[src/rtl/bin_to_bcd_seq.sv]
// Sequential shift-and-add-3 binary-to-BCD converter; result and DONE appear BIN_W+1 cycles after START, START ignored while BUSY.
// Define BCD_LEADING_BLANK_EN to replace leading zero digits with 4'hF (unlit on the display driver).
module bin_to_bcd_seq #(
   parameter int BIN_W = 14
) (
   input  logic             CLK,
   input  logic             RST,
   input  logic             START,
   input  logic [BIN_W-1:0] BIN,
   output logic [15:0]      BCD,
   output logic             BUSY,
   output logic             DONE,
   output logic             OVF
);

   localparam int WORK_W = 16 + BIN_W;
   localparam logic [BIN_W-1:0] MAX_BIN = BIN_W'(9999);
   localparam logic [4:0] LAST_CNT = 5'(BIN_W - 1);

   typedef enum logic {IDLE, SHIFT} state_t;

   state_t              state, state_nxt;
   logic [4:0]          cnt;
   logic [WORK_W-1:0]   work;
   logic [WORK_W-1:0]   work_nxt;
   logic [15:0]         adj;
   logic                sat;
   logic                last;
   logic                over;
   logic [BIN_W-1:0]    bin_sat;

   function automatic logic [3:0] add3(input logic [3:0] n);
      return (n >= 4'd5) ? n + 4'd3 : n;
   endfunction

`ifdef BCD_LEADING_BLANK_EN
   function automatic logic [15:0] fmt(input logic [15:0] d);
      logic [15:0] r;
      r = d;
      if (d[15:12] == 4'd0) begin
         r[15:12] = 4'hF;
         if (d[11:8] == 4'd0) begin
            r[11:8] = 4'hF;
            if (d[7:4] == 4'd0) r[7:4] = 4'hF;
         end
      end
      return r;
   endfunction
`else
   function automatic logic [15:0] fmt(input logic [15:0] d);
      return d;
   endfunction
`endif

   assign over    = (BIN > MAX_BIN);
   assign bin_sat = over ? MAX_BIN : BIN;
   assign last    = (cnt == LAST_CNT);

   // Values above 9999 are clamped, so the BCD part never needs more than four digits.
   assign adj = {add3(work[BIN_W+12 +: 4]), add3(work[BIN_W+8 +: 4]),
                 add3(work[BIN_W+4 +: 4]),  add3(work[BIN_W +: 4])};
   assign work_nxt = {adj, work[BIN_W-1:0]} << 1;

   assign BUSY = (state == SHIFT);

   always_comb begin
      state_nxt = state;
      case (state)
         IDLE:  if (START) state_nxt = SHIFT;
         SHIFT: if (last)  state_nxt = IDLE;
         default: state_nxt = IDLE;
      endcase
   end

   always_ff @(posedge CLK) begin
      if (RST) begin
         state <= IDLE;
         cnt   <= '0;
         work  <= '0;
         sat   <= 1'b0;
         BCD   <= 16'h0000;
         DONE  <= 1'b0;
         OVF   <= 1'b0;
      end else begin
         state <= state_nxt;
         DONE  <= 1'b0;
         case (state)
            IDLE: begin
               if (START) begin
                  work <= {16'h0000, bin_sat};
                  sat  <= over;
                  cnt  <= '0;
               end
            end
            SHIFT: begin
               work <= work_nxt;
               cnt  <= cnt + 5'd1;
               if (last) begin
                  BCD  <= fmt(work_nxt[WORK_W-1:BIN_W]);
                  OVF  <= sat;
                  DONE <= 1'b1;
               end
            end
            default: ;
         endcase
      end
   end

endmodule

[config.mk]
export PLATFORM = sky130hd
export DESIGN_NAME = bin_to_bcd_seq
export DESIGN_NICKNAME = d
export VERILOG_FILES = /design/src/rtl/bin_to_bcd_seq.sv
export SDC_FILE = /design/constraint.sdc
export NUM_CORES = 1
export LEC_CHECK = 0
export CAP_MARGIN = 15
export CORE_MARGIN = 2
export CORE_UTILIZATION = 58
export DETAILED_ROUTE_END_ITERATION = 12
export PLACE_DENSITY = 0.84
export SETUP_SLACK_MARGIN = 0.1
export SYNTH_ARGS = -nofsm -noshare
export SYNTH_HDL_FRONTEND = slang
export SYNTH_SLANG_ARGS = --single-unit
[constraint.sdc]
create_clock -name CLK -period 4.3 [get_ports CLK]
set_input_delay 0.86 -clock CLK [delete_from_list [all_inputs] [get_ports CLK]]
set_output_delay 0.86 -clock CLK [all_outputs]
set_load 0.005 [all_outputs]
==> qor.csv, run 1 <==
stage,metric,value,unit
synth,ys async rst share,0,%
synth,Yosys cell types,35,
timing,max_slew headroom,39.8,%
floorplan,die footprint,5030,µm²
setup_path,Worst setup EP type,register,
layout,area grow syn2layout,16.2,%
layout,flip-flop and latch area,1100,µm²
layout,Non-Filler Instances,363,
clocking,post-CTS setup buffers,0,
synth,post-synthesis xor/xnor area fraction,1.35,%
power_and_ir_drop,Leak,1.02,nW
synth,cell count after synthesis,286,
timing,RSZ-0062 raised after global routing,false,
layout,share of layout cells above drive strength 1,7.72,%
synth,"Avg Cell Area, Syn",9.08,µm²
synth,"top cells by area, synth","dfxtp_1, a21oi_1, ha_1, mux2i_1, nor2_1",
timing,Final WS setup,1810,ps
global_routing,antenna violations before repair,0,
floorplan,Core Rows,24,
clocking,CTS Buf Count,5,
setup_path,Worst Path Required,4540,ps
setup_path,RR Endpoint,BCD[15],
clocking,CTS tree,done,
synth,mux contribution to synthesized area,6.36,%
placed_design,dpl cells,356,
setup_path,top cell family by delay on the critical path,buffers and inverters,
clocking,CTS Hold Bufs,0,
placed_design,post-DP HPWL,3550,µm
timing,Min Hold Slack,501,ps
worst_hold_path,worst min path class,register to register,
power_and_ir_drop,Total Power,0.899,mW
layout,area of the multi-input gates,1340,µm²
global_routing,global-route wire length before repair,8720,µm
run_status,status,finished clean,
worst_hold_path,hold wc startpoint,BCD[11],
global_routing,vias in the first global route,2015,
route,Vias/cell,5.77,
timing,Final Hold Vio Count,0,
synth,Synth Net Count,313,
setup_path,RR Startpoint,BUSY,
setup_path,worst reg2reg setup slack,2270,ps
synth,largest area contributor in the netlist,dfxtp_1,
route,DRC,0,
clocking,htree depth,2,
worst_hold_path,Hold Path Depth,2,
timing,setup TNS,0,ps
setup_path,Worst Path Buf+Inv,1,
route,Detailed Route WL,5320,µm
setup_path,CP peak stage delay,1060,ps
synth,Adder-Cell Fraction of Synth Area,4.82,%
synth,"EDFF count, synth",0,
power_and_ir_drop,VDD IR-drop max,198,µV
setup_path,CP cell instances,clkdlybuf4s50_1 -> nand2b_1 -> nor3_1 -> o2bb2ai_1,
layout,fin util,69.8,%
synth,largest family of logic cells by synthesized area,compound AO/OA/AOI/OAI gates,
worst_hold_path,Worst Hold Endpoint,BCD[11],
layout,layout filler cell count,372,
timing,Slew @ Worst Pin,900,ps
layout,n_diodes,0,
setup_path,largest fanout on the critical path,23,
synth,Compound-Gate Fraction of Synth Area,21.6,%
synth,cell with the most instances after synthesis,dfxtp_1,
setup_path,crit path DAT,2730,ps
setup_path,Crit. path cell count,4,
floorplan,CORE AREA,4320,µm²
floorplan,DIE WIDTH,70.9,µm
timing,final setup fails,0,
floorplan,Die Y,70.9,µm
layout,cell area after layout,3020,µm²
synth,top cell type's share of synthesized area,42.4,%
route,routed length per instance,14.7,µm
run,max-cap violations,0,
clocking,"Reg clk slew, reported paths",90,ps
timing,Final period util,57.8,%
placed_design,Setup Slack @ Placement,1490,ps
clocking,clk root buf,clkbuf_8,
synth,sequential element share of the synthesized area,42.4,%
setup_path,Setup crit start kind,input pin,
placed_design,global placement routability congestion,0.792,
synth,synth warn,0,
setup_path,Crit-path slowest cell,clkdlybuf4s50_1,
synth,Post-Syn Area,2600,µm²
clocking,Longest Clk Path Bufs,2,
global_routing,total track usage,21.6,%
clocking,CTS resizes,0,
clocking,clock sink total,55,
global_routing,largest net degree at the start of global routing,64,
placed_design,IO Port Bufs,35,
route,drt initial violations,112,
synth,register bit total from synthesis,55,
floorplan,IO Pins,36,
placed_design,dpl cell area,2930,µm²
timing,crit path time final,2490,ps
power_and_ir_drop,pwr/cell area,298,nW/µm²
setup_path,CP Class,input pin to register,
timing,clk_skew,5.06,ps
layout,Nets,338,
setup_path,r2r worst-path depth,5,
global_routing,remaining global-route overflow,0,
synth,ys flop type,dfxtp_1,
route,post-route antenna net violation count,0,
timing,"Slew Viols, Final",0,
timing,Fmax achieved,0.402,GHz
floorplan,effective utilization at floorplan,60.1,%
clocking,Clock Latency Late Sink,310,ps
synth,Synth Area in Simple Gates,17.3,%
route,DR vias,2094,
route,1st-pass router iterations,4,
synth,Post-synth top cells,"dfxtp_1, a21oi_1, nor2_1",
routing by layer:
layer	track usage (%)	vias to the layer above	wire length [µm]
met5	0	-	0
met4	8.81	0	61
met3	5.84	5	166
met2	36.3	28	2630
met1	26.2	990	2470
li1	-	1071	-
how the worst max path moves through the flow:
stage,from,endpoint,slack [ps]
2_1_floorplan,BIN[6],work[4],2530
3_3_place_gp,START,work[5],1510
3_5_place_dp,START,cnt[2],1490
4_1_cts,START,work[5],1790
5_1_grt,START,work[5],1660
6_report,START,work[5],1810
cell type report:
type                            count  area share, %
Multi-Input combinational cell    196           44.3
Sequential cell                    55           36.5
Inverter                           16           1.99
Tap cell                           52           2.16
Timing Repair Buffer               37           12.1
Clock buffer                        6           2.74
Clock inverter                      1          0.166
power breakdown:
part / internal (mW) / total [mW] / switching (mW)
Clock: 0.127 / 0.288 / 0.161
Sequential: 0.522 / 0.530 / 0.00735
Combinational: 0.0371 / 0.0811 / 0.0440
cells by family after synthesis:
logic type | after synthesis
muxes | 16
buffers and inverters | 35
and+or+nand+nor | 85
xor gates and xnor gates | 4
adders and majority gates | 10
AOI/OAI and AO/OA | 81
DFF | 55
state kept, by name (all words and copies together), names as in the netlist:
| signal | count |
|---|---|
| BCD | 16 |
| BUSY | 1 |
| DONE | 1 |
| OVF | 1 |
| cnt | 5 |
| sat | 1 |
| work | 30 |
placed cells by master, fill, tap and decap left out, types with 7 or more instances in the layout:
master and instances:
dfxtp_1 54, clkdlybuf4s50_1 35, nor2_1 27, a21oi_1 27
o21ai_0 17, inv_1 16, nand2b_1 15, mux2i_1 12
nor3b_1 11, o32ai_1 11, ha_1 10, nand2_1 9
nor3_1 7, o22ai_2 7
worst min-delay path: stages, from the launching register on:
cell,delay (ps)
dfxtp_1,320
nor2_1,90
a311oi_1,50
Note: power is estimated with default switching activity, not from simulation.
==> run 2: changes to the inputs <==
--- a/config.mk
+++ b/config.mk
@@ -7,9 +7,9 @@
 export LEC_CHECK = 0
 export CAP_MARGIN = 15
 export CORE_MARGIN = 2
-export CORE_UTILIZATION = 58
+export CORE_UTILIZATION = 49
 export DETAILED_ROUTE_END_ITERATION = 12
-export PLACE_DENSITY = 0.84
+export PLACE_DENSITY = 0.76
 export SETUP_SLACK_MARGIN = 0.1
 export SYNTH_ARGS = -nofsm -noshare
 export SYNTH_HDL_FRONTEND = slang
==> constraint.sdc (replaced) <==
create_clock -name CLK -period 2.2 [get_ports CLK]
set_input_delay 0.44 -clock CLK [delete_from_list [all_inputs] [get_ports CLK]]
set_output_delay 0.44 -clock CLK [all_outputs]
set_load 0.005 [all_outputs]
==> run 2 against run 1 <==
Count of clock-buffer cells in the layout decreased by 1. Clock power rose by 130%. Flip-flop and latch count unchanged. Critical path type is now register to primary output.
==> qor.csv, run 2 (synthesis results as in run 1) <==
stage,metric,value,unit,change
timing,Slew @ Worst Pin,518,ps,-382 ps
setup_path,Crit-path slowest cell,clkdlybuf4s50_1,,
clocking,CTS Buf Count,5,,unchanged
setup_path,Worst Path Buf+Inv,1,,unchanged
timing,Final WS setup,382,ps,-1430 ps
clocking,clk root buf,clkbuf_8,,
layout,share of layout cells above drive strength 1,9.75,%,+2.0 points
route,routed length per instance,13.7,µm,-6.4%
floorplan,Die Y,76.8,µm,+8.3%
layout,fin util,61.4,%,-8.4 points
clocking,htree depth,2,,unchanged
clocking,CTS tree,done,,
layout,area grow syn2layout,20.7,%,
placed_design,global placement routability congestion,0.759,,-4.3%
global_routing,total track usage,19.0,%,-2.6 points
global_routing,vias in the first global route,2034,,+0.94%
floorplan,effective utilization at floorplan,50.9,%,-9.2 points
setup_path,Worst setup EP type,primary output,,
setup_path,CP cell instances,clkdlybuf4s50_1,,
route,Vias/cell,5.52,,-4.3%
timing,final setup fails,0,,unchanged
floorplan,die footprint,5900,µm²,+17%
route,drt initial violations,122,,+8.9%
timing,max_slew headroom,65.5,%,+26 points
timing,clk_skew,5.55,ps,+0.487 ps
layout,Top Registers,"work: 30 flops, BCD: 16 flops, cnt: 5 flops",,
timing,Final period util,82.6,%,
timing,Final Hold Vio Count,0,,unchanged
clocking,Longest Clk Path Bufs,2,,unchanged
clocking,"Reg clk slew, reported paths",90,ps,about the same
clocking,CTS resizes,0,,unchanged
layout,max reg flops,30,,unchanged
setup_path,Setup crit start kind,register,,
setup_path,top cell family by delay on the critical path,buffers and inverters,,
setup_path,CP peak stage delay,560,ps,-500 ps
layout,"most common cell after layout, fill and taps aside",dfxtp_1,,
global_routing,global-route wire length before repair,9360,µm,+7.4%
route,post-route antenna net violation count,0,,unchanged
layout,Nets,344,,+1.8%
power_and_ir_drop,Leak,1.07,nW,+4.7%
floorplan,IO Pins,36,,unchanged
placed_design,IO Port Bufs,35,,unchanged
setup_path,CP Class,register to primary output,,
layout,layout filler cell count,464,,+25%
layout,n_diodes,0,,unchanged
global_routing,largest net degree at the start of global routing,36,,-44%
clocking,CTS Hold Bufs,0,,unchanged
clocking,Clock Latency Late Sink,300,ps,about the same
worst_hold_path,worst min path class,register to register,,
timing,setup TNS,0,ps,unchanged
setup_path,crit path DAT,1380,ps,-1350 ps
power_and_ir_drop,Total Power,1.87,mW,+110%
floorplan,CORE AREA,5110,µm²,+18%
timing,Min Hold Slack,503,ps,+2.26 ps
clocking,post-CTS setup buffers,0,,unchanged
run,max-cap violations,0,,unchanged
power_and_ir_drop,VDD IR-drop max,381,µV,+93%
timing,Fmax achieved,0.550,GHz,
global_routing,antenna violations before repair,0,,unchanged
layout,"leading cell types in the layout, fill and taps excluded","dfxtp_1, clkdlybuf4s50_1, nor2_1, a21oi_1, o21ai_0",,
timing,crit path time final,1820,ps,
route,DR vias,2143,,+2.3%
layout,Biggest register,work,,
setup_path,Worst Path Required,1760,ps,-2780 ps
timing,"Slew Viols, Final",0,,unchanged
route,1st-pass router iterations,4,,unchanged
power_and_ir_drop,pwr/cell area,596,nW/µm²,+100%
layout,flip-flop and latch area,1100,µm²,unchanged
floorplan,Core Rows,26,,+8.3%
placed_design,post-DP HPWL,3700,µm,+4.3%
clocking,clock sink total,55,,unchanged
timing,RSZ-0062 raised after global routing,false,,
route,DRC,0,,unchanged
run_status,status,finished clean,,
global_routing,remaining global-route overflow,0,,unchanged
floorplan,DIE WIDTH,76.8,µm,+8.3%
route,Detailed Route WL,5330,µm,about the same
layout,area of the multi-input gates,1340,µm²,unchanged
setup_path,largest fanout on the critical path,14,,-39%
placed_design,Setup Slack @ Placement,111,ps,-1380 ps
## run 2: cell count changes in the layout (fill, tap and decap cells not counted)
| cell | previous run | this run |
|---|---|---|
| buf_4 | 2 | 6 |
| clkinv_4 | 0 | 1 |
| buf_12 | 0 | 2 |
| bufinv_16 | 0 | 1 |
| clkbuf_8 | 6 | 5 |
## run 2: layer usage
| metal | track usage (%) | wire, µm | share of wire (%) |
|---|---|---|---|
| met1 | 25.1 | 2440 | 46 |
| met2 | 31.2 | 2630 | 49 |
| met3 | 3.53 | 190 | 3.6 |
| met4 | 6.36 | 59 | 1.1 |
| met5 | 0 | 0 | 0 |
## run 2: worst paths after layout
kind	slack, ps	cells after the start	from	endpoint
min	500	2	BCD[14]	BCD[14]
min reg2reg	500	2	BCD[14]	BCD[14]
max	380	1	BUSY	BUSY
max reg2reg	540	6	work[14]	work[16]
## run 2: cell type report
type                       count  area share [%]
clock buffer                   5            2.19
inverter                      16            1.92
multi-input combinational    196            42.7
timing repair buffer          43            13.9
clock inverter                 3            1.40
sequential                    55            35.2
tap                           70            2.79
## run 2: stage by stage
stage / cell area [µm²] / instances
final: 3140 / 388
after global routing: 3140 / 388
after CTS: 3140 / 388
after detailed placement: 3020 / 380
after global placement: 3020 / 380
after floorplan: 2600 / 286
## run 2: power by group
group | switching, mW | total (mW) | internal (mW)
Sequential | 0.0195 | 1.04 | 1.02
Clock | 0.324 | 0.663 | 0.339
Combinational | 0.0829 | 0.164 | 0.0809
